$ cat config.mk
export PLATFORM = sky130hd
export DESIGN_NAME = bist_pattern_engine
export DESIGN_NICKNAME = d
export VERILOG_FILES = /design/src/rtl/bist_pattern_engine.sv
export SDC_FILE = /design/constraint.sdc
export NUM_CORES = 1
export LEC_CHECK = 0
export CORE_MARGIN = 2
export CORE_UTILIZATION = 30
export DETAILED_ROUTE_END_ITERATION = 16
export PLACE_DENSITY = 0.51
export SYNTH_ARGS = -nofsm -noshare
export SYNTH_HDL_FRONTEND = slang
export SYNTH_SLANG_ARGS = --single-unit
export TNS_END_PERCENT = 100
$ cat constraint.sdc
create_clock -name CK -period 2.49 [get_ports CK]
set_clock_uncertainty 0.2 [all_clocks]
set_input_delay 0.249 -clock CK [delete_from_list [all_inputs] [get_ports CK]]
set_output_delay 0.249 -clock CK [all_outputs]
set_load 0.02 [all_outputs]
$ cat src/rtl/bist_pattern_engine.sv
// BIST engine: LFSR stimulus generator and 16-bit serial MISR compactor for a small sequential CUT.
// Defining BIST_ABORT_EN adds an abort input that cancels a test in FLUSH or RUN.
module bist_pattern_engine #(
  parameter int              N_IN         = 4,
  parameter logic [7:0]      LFSR_SEED    = 8'h01,
  parameter int              FLUSH_CYCLES = 4,
  parameter logic [N_IN-1:0] FLUSH_PAT    = '0,
  parameter int              PATTERNS     = 255,
  parameter logic [15:0]     MISR_SEED    = 16'h0000,
  parameter logic [15:0]     GOLDEN       = 16'h0000
) (
  input  logic            CK,
  input  logic            RN,
  input  logic            start,
`ifdef BIST_ABORT_EN
  input  logic            abort,
`endif
  output logic [N_IN-1:0] stim,
  input  logic            resp,
  output logic            busy,
  output logic            done,
  output logic            pass,
  output logic [15:0]     signature
);

  // state | meaning
  // IDLE  | waiting for start, stim parked at FLUSH_PAT
  // FLUSH | driving FLUSH_PAT to clear the unreset CUT flops, resp ignored
  // RUN   | driving LFSR patterns, MISR compacting resp
  // DONE  | one-cycle done pulse, pass/signature final
  typedef enum logic [1:0] {
    IDLE  = 2'd0,
    FLUSH = 2'd1,
    RUN   = 2'd2,
    DONE  = 2'd3
  } state_t;

  localparam logic [15:0] FLUSH_LAST = 16'(FLUSH_CYCLES - 1);
  localparam logic [15:0] PAT_LAST   = 16'(PATTERNS - 1);
  localparam logic [15:0] MISR_POLY  = 16'h1021;

  state_t      state, next_state;
  logic [7:0]  lfsr;
  logic [7:0]  lfsr_nxt;
  logic [15:0] misr;
  logic [15:0] misr_nxt;
  logic [15:0] cnt;
  logic        abort_hit;
  logic        flush_last;
  logic        run_last;

`ifdef BIST_ABORT_EN
  assign abort_hit = abort;
`else
  assign abort_hit = 1'b0;
`endif

  assign lfsr_nxt   = {lfsr[6:0], lfsr[7] ^ lfsr[5] ^ lfsr[4] ^ lfsr[3]};
  assign misr_nxt   = {misr[14:0], 1'b0} ^ ((misr[15] ^ resp) ? MISR_POLY : 16'h0000);
  assign flush_last = (cnt == FLUSH_LAST);
  assign run_last   = (cnt == PAT_LAST);

  always_ff @(posedge CK or negedge RN) begin
    if (!RN) begin
      state <= IDLE;
    end else begin
      state <= next_state;
    end
  end

  always_comb begin
    next_state = state;
    case (state)
      IDLE: begin
        if (start) next_state = FLUSH;
      end
      FLUSH: begin
        if (abort_hit)       next_state = IDLE;
        else if (flush_last) next_state = RUN;
      end
      RUN: begin
        if (abort_hit)     next_state = IDLE;
        else if (run_last) next_state = DONE;
      end
      DONE: begin
        next_state = IDLE;
      end
      default: next_state = IDLE;
    endcase
  end

  // One shared up-counter: flush cycles first, then compacted patterns.
  always_ff @(posedge CK or negedge RN) begin
    if (!RN) begin
      lfsr <= LFSR_SEED;
      misr <= 16'h0000;
      cnt  <= 16'h0000;
      stim <= FLUSH_PAT;
      pass <= 1'b0;
    end else begin
      case (state)
        IDLE: begin
          if (start) begin
            lfsr <= LFSR_SEED;
            misr <= MISR_SEED;
            cnt  <= 16'h0000;
            pass <= 1'b0;
            stim <= FLUSH_PAT;
          end
        end
        FLUSH: begin
          if (abort_hit) begin
            stim <= FLUSH_PAT;
          end else if (flush_last) begin
            cnt  <= 16'h0000;
            stim <= lfsr[N_IN-1:0];
          end else begin
            cnt <= cnt + 16'd1;
          end
        end
        RUN: begin
          if (abort_hit) begin
            // Partial signature is kept for debug; the aborting edge does not compact.
            stim <= FLUSH_PAT;
          end else begin
            misr <= misr_nxt;
            lfsr <= lfsr_nxt;
            cnt  <= cnt + 16'd1;
            if (run_last) begin
              stim <= FLUSH_PAT;
              pass <= (misr_nxt == GOLDEN);
            end else begin
              stim <= lfsr_nxt[N_IN-1:0];
            end
          end
        end
        DONE: begin
          stim <= FLUSH_PAT;
        end
        default: begin
          stim <= FLUSH_PAT;
        end
      endcase
    end
  end

  assign busy      = (state == FLUSH) || (state == RUN);
  assign done      = (state == DONE);
  assign signature = misr;

endmodule

==> impl_metrics.tcl, run 1 <==
set metrics [dict create \
    fillers 771 \
    clk_latency_ns 0.30 \
    min_period_over_period_pct 93.0 \
    rr_worst_depth 7 \
    dpl.hpwl_um 4060 \
    mostFrequentLayoutCell "dfrtp_1" \
    synth-async-reset-ratio_pct 100 \
    grt_first_pass_wirelength_um 9730 \
    wl_um 5660 \
    viasPerCell 5.08 \
    clkTransAtPathRegs_ns 0.09 \
    htreeDepth 2 \
    fmax_mhz 432 \
    max-slew-margin-rel_pct 65.9 \
    fin_crit_ns 2.32 \
    rrSetupSlack_ns 0.17 \
    cts_buffers 5 \
    peakVddDrop_v 0.000273 \
    grtUsageTotal_pct 14.5 \
    r2r-end "cnt[6]" \
    ys_types 40 \
    drv_cap 0 \
    layout_common_cells "46 x dfrtp_1, 25 x clkdlybuf4s50_1, 23 x a22o_1" \
    cp-startpoint "state[0]" \
    cp_max_fo 9 \
    synth_seq_area_share_pct 50.8 \
    synth_seq_cells 47 \
    setup_tns_ns 0 \
    fin_cells 368 \
    postSynthAreaPerCell_um2 10.3 \
    rsz0062_at_grt "false" \
    dr.pass1.iters 4 \
    tightest_slew_ns 0.509 \
    critPathArrivalTime_ns 2.34 \
    critPathCapture "cnt[6]" \
    drc 0 \
    powerDensity_mw_per_mm2 779 \
    clock-root-buffer "clkbuf_8" \
    drive_above_1_share_pct 12.0 \
    core_mm2 0.00761 \
    pin_count 27 \
    outcome "complete, no violations" \
    insertedDiodeCount 0 \
    crit_required_ns 2.52 \
    port_buffers 26 \
    grt_pass1_vias 1907 \
    cts_tree "yes" \
    antenna_found_initial 0 \
    initial_utilization_pct 30.5 \
    critical_path_class "reg -> reg" \
    die-width_um 91.9 \
    p_leak_uw 0.00129 \
    place.gp.congestion 0.814 \
    post-route-util_pct 38.0 \
    gr-total-overflow 0 \
    synth_warnings 0 \
    synth_edf_count 0 \
    synth_area_mm2 0.00232 \
    reg2reg_from "state[0]" \
    ff_latch_area_mm2 0.00118 \
    rows 32 \
    drt.antenna.violating_nets 0 \
    multi_input_area_mm2 0.00107 \
    dp_cells 360 \
    hold_violations 0 \
    vias 1870 \
    synth_nets 235 \
    synth_ff_type "dfrtp_1" \
    grt_max_degree 25 \
    finalSetupViolCount 0 \
    start_kind "register" \
    fin_nets 276 \
    clock_sinks 47 \
    drv_slew 0 \
    postSynthCellCount 225 \
    cts_buffer_depth 2 \
    wl_per_cell_um 15.4 \
    endpoint_kind "register" \
    die_h_um 91.9 \
    min_path_type "in -> async" \
    first_iter_violations 55 \
    dieArea_mm2 0.00844 \
    area_growth_syn_to_layout_pct 24.7 \
]
[what timing repair did]
| item | in CTS | in global routing |
|---|---|---|
| endpoints found under the hold margin | 12 | 0 |
| buffers inserted | 0 | 0 |
| hold buffers | 1 | 0 |
| gates resized for setup | 0 | 1 |
| setup endpoints to repair | 0 | 2 |
[worst max-delay path: stages, from the launching register on]
cell,delay (ns)
dfrtp_1,0.43
inv_1,0.10
ha_1,0.31
o21ai_1,0.16
nand2b_1,0.22
or2_1,0.37
or3_1,0.37
o21ai_0,0.07
[stage by stage]
step	power, µW	instance area (µm²)	setup slack [ns]	hold WS (ns)
4_1_cts	2290	2890	0.137	0.202
3_5_place_dp	1720	2770	0.158	-0.00978
6_report	2250	2890	0.174	0.190
2_1_floorplan	1350	2320	0.178	-0.247
3_3_place_gp	1710	2770	0.274	-0.0117
5_1_grt	2370	2890	0.00451	0.244
[synthesized netlist by cell type, drive strengths merged, types with 6 or more instances]
master	n	area [µm²]
nor4	8	50.1
nor2	16	60.1
clkbuf	6	25.0
a21o	6	45.0
ha	6	75.1
a22o	23	201
a21oi	11	55.1
dfrtp	46	1150
nand2	13	48.8
nand3	9	50.1
inv	7	26.3
a31oi	6	37.5
nor3	8	40.0
o21ai	14	70.1
[routing by layer]
metal,track usage [%],wire [µm],vias up,part of all wire [%]
met2,23.0,2630,34,47
met1,20.8,2810,916,50
met4,3.11,36,0,0.64
met3,2.71,177,6,3.1
li1,-,-,914,-
met5,0,0,-,0
[cells by family (layout without fill, tap and decap cells)]
logic type	after synthesis	count (layout)	synth area share (%)
AO/OA/AOI/OAI	66	66	20.0
multiplexers	3	3	1.35
AND/OR/NAND/NOR	81	81	18.9
buffers and inverters	16	57	3.40
adder cells (fa/ha/maj)	6	6	3.24
XOR/XNOR	6	6	2.27
flip-flops	47	47	50.8
[where the power goes]
part | switching, µW | internal (µW)
combinational | 297 | 335
clock | 268 | 294
sequential | 160 | 898
total | 724 | 1530
[state kept, by name, indices dropped and copies added (netlist names)]
signal	flops
pass	1
signature	16
stim	4
lfsr	8
state	2
cnt	16
[layout make-up]
cell class	count	share of cell area, %
sequential	47	40.7
multi-input combinational	162	36.9
timing repair buffer	43	13.3
tap	102	4.42
clock buffer	5	2.38
clock inverter	2	1.30
inverter	7	0.909
[worst min path at each step]
stage          start            end  cells past startpoint  slack [ns]
3_3_place_gp      RN  signature[12]                      1       -0.01
5_1_grt           RN         cnt[0]                      2        0.24
6_report          RN  signature[12]                      2        0.19
2_1_floorplan     RN         cnt[0]                      0       -0.25
4_1_cts           RN         cnt[0]                      2        0.20
3_5_place_dp      RN  signature[12]                      1       -0.01
Power figures use the tool's default switching activity.
==> inputs of run 2 (changes only) <==
Settings changed: CORE_MARGIN 2 to 4, CTS_BUF_LIST set to sky130_fd_sc_hd__clkbuf_2.
==> run 2 against run 1 <==
Net effect:
- non-clock buffer count is 4 lower
- count of clock-buffer cells in the layout stayed put
- register-to-register slack improved by 0.07 ns
- worst hold slack better by 0.030 ns
- final cell count down 1.6%
- sequential power barely moved
- die area increased by 8.9%
==> impl_metrics.tcl, run 2 (synthesis results as in run 1) <==
set metrics [dict create \
    outcome "complete, no violations" \
    grt_first_pass_wirelength_um 8490 \
    insertedDiodeCount 0 \
    r2r-end "cnt[15]" \
    fin_crit_ns 2.24 \
    gr-total-overflow 0 \
    dp_cells 353 \
    rrSetupSlack_ns 0.25 \
    finalSetupViolCount 0 \
    critical_path_class "reg -> reg" \
    cp_max_fo 9 \
    clk_latency_ns 0.43 \
    fin_nets 272 \
    htreeDepth 2 \
    cts_tree "yes" \
    layout_common_cells "46 x dfrtp_1, 24 x clkdlybuf4s50_1, 23 x a22o_1" \
    cts_buffer_depth 2 \
    grt_pass1_vias 1730 \
    cts_buffers 5 \
    endpoint_kind "register" \
    grt_max_degree 39 \
    drt.antenna.violating_nets 0 \
    viasPerCell 5.17 \
    vias 1873 \
    die-width_um 95.9 \
    powerDensity_mw_per_mm2 722 \
    rr_worst_depth 7 \
    crit_required_ns 2.66 \
    crit_slowest_cell "dfrtp_1" \
    max_stage_delay_ns 0.47 \
    drv_slew 0 \
    place.gp.congestion 0.818 \
    pin_count 27 \
    dieArea_mm2 0.00919 \
    drv_cap 0 \
    rows 31 \
    max-slew-margin-rel_pct 42.7 \
    met3_length_um 237 \
    hold_violations 0 \
    crit_family "simple AND/OR/NAND/NOR gates" \
    path_buf_inv 1 \
    p_leak_uw 0.00125 \
    clock_sinks 47 \
    grtUsageTotal_pct 11.9 \
    reg2reg_from "state[0]" \
    critPathArrivalTime_ns 2.42 \
    rsz0062_at_grt "false" \
    wl_per_cell_um 14.6 \
    core_mm2 0.00737 \
    port_buffers 26 \
    die_h_um 95.9 \
    initial_utilization_pct 31.4 \
    area_growth_syn_to_layout_pct 20.6 \
    clock-root-buffer "clkbuf_2" \
    fillers 739 \
    setup_tns_ns 0 \
    peakVddDrop_v 0.000210 \
    antenna_found_initial 0 \
    fmax_mhz 446 \
    top_layer "met4" \
    clkTransAtPathRegs_ns 0.25 \
    start_kind "register" \
    cp-startpoint "state[0]" \
    tightest_slew_ns 0.860 \
    wl_met1_um 2610 \
    met2_length_um 2390 \
    fin_cells 362 \
    mostFrequentLayoutCell "dfrtp_1" \
    drive_above_1_share_pct 10.6 \
    drc 0 \
    dpl.hpwl_um 3730 \
    min_path_type "in -> async" \
    wl_um 5280 \
    dr.pass1.iters 4 \
    first_iter_violations 65 \
    worstPathCellList "inv_1 -> ha_1 -> o21ai_1 -> nand2b_1 -> or2_4 -> or3_1 -> o21ai_0" \
    min_period_over_period_pct 90.1 \
]
run 2: cell count changes in the layout (fill, tap and decap cells not counted), sizes merged:
cell,previous run,this run
bufinv,1,0
buf,17,13
dlygate4sd2,0,1
clkinv,0,2
clkdlybuf4s50,25,24
run 2: area by class of cell:
| class | instances | area, µm² | area share [%] |
|---|---|---|---|
| sequential | 47 | 1180 | 42.1 |
| multi-input combinational | 162 | 1070 | 38.2 |
| timing repair buffer | 39 | 354 | 12.7 |
| tap | 99 | 124 | 4.43 |
| inverter | 7 | 26.3 | 0.940 |
| clock buffer | 5 | 25.0 | 0.896 |
| clock inverter | 3 | 20.0 | 0.717 |
run 2: worst max-delay path by stage:
stage	end	cells after the start
CTS	cnt[15]	7
detailed placement	cnt[15]	7
global route	cnt[15]	7
finish	cnt[15]	7
floorplan	cnt[15]	8
global placement	cnt[15]	7
run 2: timing repair:
item | in CTS | in global routing
gates resized for setup | 1 | 1
setup buffers | 0 | 0
hold endpoints to repair | 35 | 0
hold buffers | 1 | 0
endpoints found under the setup margin | 1 | 2
run 2: power breakdown:
group	internal, µW	total [µW]	switching [µW]
clock network	67.6	330	263
logic	335	629	294
registers	897	1060	160
total	1300	2020	717
run 2: metrics by stage:
stage | total power [µW] | cell area (µm²) | hold WS [ns] | util [%] | setup WS, ns
2_1_floorplan | 1350 | 2320 | -0.247 | - | 0.178
3_3_place_gp | 1710 | 2740 | 0.227 | 37.1 | 0.280
3_5_place_dp | 1710 | 2740 | 0.220 | 37.1 | 0.172
4_1_cts | 2050 | 2790 | 0.228 | 37.9 | 0.120
5_1_grt | 2140 | 2790 | 0.244 | 37.9 | 0.0769
6_report | 2020 | 2790 | 0.220 | 37.9 | 0.246
run 2: metal layers:
metal / track usage [%] / up-vias
met4: 3.55 / 0
li1: - / 917
met1: 16.9 / 908
met5: 0 / -
met2: 18.1 / 44
met3: 2.81 / 4
==> RTL change 1 (config.mk and constraints of run 1) <==
Put a register stage on the outputs `busy` and `done`, with the module's reset. The values now appear one clock later. The other outputs are not delayed to match. Comments in the files are not updated.
--- a/src/rtl/bist_pattern_engine.sv
+++ b/src/rtl/bist_pattern_engine.sv
@@ -144,8 +144,15 @@
     end
   end
 
-  assign busy      = (state == FLUSH) || (state == RUN);
-  assign done      = (state == DONE);
+  always_ff @(posedge CK or negedge RN) begin
+    if (!RN) begin
+      busy <= '0;
+      done <= '0;
+    end else begin
+      busy <= (state == FLUSH) || (state == RUN);
+      done <= (state == DONE);
+    end
+  end
   assign signature = misr;
 
 endmodule
Function: changed (Yosys sat finds a counterexample within 4 cycles, from zero or initial values).
==> RTL change 1 against run 1 <==
  * Hold slack improved by 100 ps
  * Total power decreased by 2.5%
  * Worst setup slack improved by 27 ps
  * Synthesized area rose by 2.2%
  * Final area is 1.1% higher
  * Routed wire length shrank 4.0%
  * Sequential cell count increased by 2
  * Largest cell class unchanged
  * Largest power group unchanged
==> RTL change 1: results (changes against run 1) <==
- Met1 track utilization from global routing: 20.9% (+0.13 points)
- Final Net Count: 277 (+0.36%)
- Met2 track utilization from global routing: 19.6% (-3.4 points)
- Top post-synthesis cells by area: sky130_fd_sc_hd__dfrtp_1 (51%), sky130_fd_sc_hd__a22o_1 (8.5%), sky130_fd_sc_hd__ha_1 (3.2%)
- Hold slack: 291 ps (+101 ps)
- Layout clock buffers: 6 (+1)
- Maximum number of pins on one net before global-route repair: 27 (+8.0%)
- Sequential Power Share: 49.6% (+2.6 points)
- Detailed-placement wirelength estimate: 3.91 mm (-3.8%)
- Met2 Wirelength: 2.41 mm (-8.3%)
- Multi-input combinational cell area: 0.00106 sq mm (-0.23%)
- FF-to-FF setup slack: 200 ps (+30 ps)
- Detailed Route Iter0 Violations: 86 (+56%)
- Met1 routed wirelength after detailed routing: 2.78 mm (-1.2%)
- Setup slack at placement: 181 ps (+22.8 ps)
- Clk network pwr share: 21.6% (-3.4 points)
- Number of clock sinks: 49 (+4.3%)
- Wire length of the first global-routing pass: 9.35 mm (-3.9%)
- Total detailed-routing wirelength: 5.43 mm (-4.0%)
- Layout fillers: 800 (+3.8%)
- Count of plain and timing-repair buffers: 42 (-2.3%)
- Gp weighted congestion: 0.782 (-4.0%)
- Outcome: completed
- Syn Nets: 237 (+0.85%)
- Met3 wire length: 195 um (+10%)
- Met3 Use GR: 2.60% (-0.11 points)
- Total GRT Usage: 13.7% (-0.87 points)
- Pin slew with the least headroom to its limit: 625 ps (+116 ps)
- Int Power: 1.47 mW (-3.9%)
- Sequential cell area share: 42.0% (+1.3 points)
- Count of placed standard cells including taps: 361 (+0.28%)
- Vias in the first global route: 1767 (-7.3%)
- Overall via count from detail_route: 1883 (+0.70%)
RTL change 1: changes by cell type in the layout (fill, tap and decap cells not counted), sizes merged:
cell      change
clkinvlp      -1
inv           +1
dfrtp         +2
clkinv        +1
clkbuf        +1
bufinv        -1
buf           -1
RTL change 1: kinds of logic after synthesis:
kind of cell / after synthesis / share of synthesized area (%)
AND/OR/NAND/NOR: 81 / 18.5
AO/OA/AOI/OAI: 66 / 19.6
flip-flops: 49 / 51.9
buffers and inverters: 16 / 3.33
XOR/XNOR: 6 / 2.22
adder cells (fa/ha/maj): 6 / 3.17
multiplexers: 3 / 1.32
RTL change 1: path summary, 6_finish.rpt:
check                           endpoint     start  depth (start not counted)
min                        signature[11]        RN                          2
max                               cnt[6]  state[0]                          7
min in group CK                  lfsr[7]   lfsr[6]                          1
max in group asynchronous        cnt[13]        RN                          3
min reg2reg                      lfsr[7]   lfsr[6]                          1
max reg2reg                       cnt[6]  state[0]                          7
==> RTL change 2 (flow settings as in run 1) <==
Without the edit above. Add a define of `BIST_ABORT_EN`.
--- a/src/rtl/bist_pattern_engine.sv
+++ b/src/rtl/bist_pattern_engine.sv
@@ -1,5 +1,7 @@
 // BIST engine: LFSR stimulus generator and 16-bit serial MISR compactor for a small sequential CUT.
 // Defining BIST_ABORT_EN adds an abort input that cancels a test in FLUSH or RUN.
+`define BIST_ABORT_EN
+
 module bist_pattern_engine #(
   parameter int              N_IN         = 4,
   parameter logic [7:0]      LFSR_SEED    = 8'h01,
Ports: changed (added abort); port bits go from 27 to 28. No check against the original RTL was run, so the function may have changed too.
==> RTL change 2 against run 1 <==
  * Critical path depth down 1
  * Worst setup slack got worse by 55 ps
  * Die area grew 5.4%
  * Synthesized area up 5.6%
  * Sequential cell count stayed put
  * Final area up 6.5%
  * Routed wire length rose by 8.6%
  * Critical endpoint is now cnt[15]
  * Highest routed layer unchanged
Power is not compared: it rests on default switching activity, and its combinational part moved more than twofold at a synthesized area within 25%.
==> RTL change 2: results (changes against run 1) <==
- Wire length of the first global-routing pass: 10.5 mm (+7.5%)
- Maximum number of pins on one net before global-route repair: 38 (+52%)
- Hold slack: 301 ps (+111 ps)
- Final Net Count: 299 (+8.3%)
- Met3 wire length: 196 um (+11%)
- Outcome: completed
- Top post-synthesis cells by area: sky130_fd_sc_hd__dfrtp_1 (47%), sky130_fd_sc_hd__a22o_1 (7.9%), sky130_fd_sc_hd__nand2_1 (3.5%)
- Area share of fa/ha/maj cells after synthesis: 3.07% (-0.17 points)
- Seq cells: 47 (unchanged)
- Crit-path max cell delay: 530 ps (+100 ps)
- Met1 track utilization from global routing: 20.9% (+0.16 points)
- Sequential-to-total area share from yosys stat: 48.1% (-2.7 points)
- Count of placed standard cells including taps: 381 (+5.8%)
- Overall via count from detail_route: 2128 (+14%)
- Met3 Use GR: 3.29% (+0.58 points)
- Syn Nets: 251 (+6.8%)
- Layout fillers: 805 (+4.4%)
- Multiplexer area fraction after synthesis: 0.869% (-0.48 points)
- XOR/XNOR Fraction of Synth Area: 2.15% (-0.12 points)
- Type of the most critical hold path: flop to flop
- Fraction of layout instances using a drive strength above 1: 13.1% (+1.1 points)
- Detailed-placement wirelength estimate: 4.33 mm (+6.5%)
- Detailed Route Iter0 Violations: 85 (+55%)
- Yosys cell types: 47 (+18%)
- Proportion of cell area occupied by multi-input gates: 38.9% (+2.0 points)
- Gp weighted congestion: 0.848 (+4.1%)
- Data arrival time of the worst path: 2400 ps (+60 ps)
- Count of plain and timing-repair buffers: 52 (+21%)
- Total GRT Usage: 14.9% (+0.37 points)
- Clock buffer and inverter area fraction after layout: 2.97% (-0.71 points)
RTL change 2: cell types whose count changed in the layout (fill, tap and decap cells not counted), moves of 5 or more:
cell                               run 1  this run
sky130_fd_sc_hd__buf_4                16        24
sky130_fd_sc_hd__a21oi_1              11         6
sky130_fd_sc_hd__a31oi_1               6         0
sky130_fd_sc_hd__nand2_1              13        23
sky130_fd_sc_hd__nor2_1               16         8
sky130_fd_sc_hd__o2111ai_1             0         5
sky130_fd_sc_hd__a2bb2oi_1             0         5
sky130_fd_sc_hd__o21ai_0              12         5
sky130_fd_sc_hd__a21o_1                6         1
sky130_fd_sc_hd__o211ai_1              0         8
RTL change 2: worst max-delay path by stage:
| stage | slack [ps] | to | startpoint |
|---|---|---|---|
| final | 120 | cnt[15] | state[0] |
| after global routing | 6 | cnt[15] | state[1] |
| after CTS | 100 | cnt[15] | state[0] |
| after detailed placement | 100 | cnt[15] | abort |
| after global placement | 130 | cnt[13] | abort |
| after floorplan | 210 | cnt[13] | state[0] |
RTL change 2: stage by stage:
step | util, % | power (mW) | area [sq um] | setup slack (ps)
after floorplan | - | 1.71 | 2450 | 210
after global placement | 38.0 | 2.29 | 2970 | 134
after detailed placement | 38.0 | 2.29 | 2970 | 101
after CTS | 39.3 | 2.77 | 3070 | 104
after global routing | 39.4 | 2.96 | 3080 | 6.41
final | 39.4 | 2.76 | 3080 | 118
RTL change 2: timing repair:
item | CTS | global route
endpoints found under the hold margin | 34 | 0
buffers inserted | 0 | 1
hold buffers | 1 | 0
setup endpoints to repair | 0 | 2
RTL change 2: worst max-delay path, delay by kind of cell (launching register included):
kind,cells,cell delay (ps)
AOI/OAI and AO/OA,2,390
DFF,1,410
and+or+nand+nor,2,1010
buffers and inverters,1,80
adders and majority gates,1,210
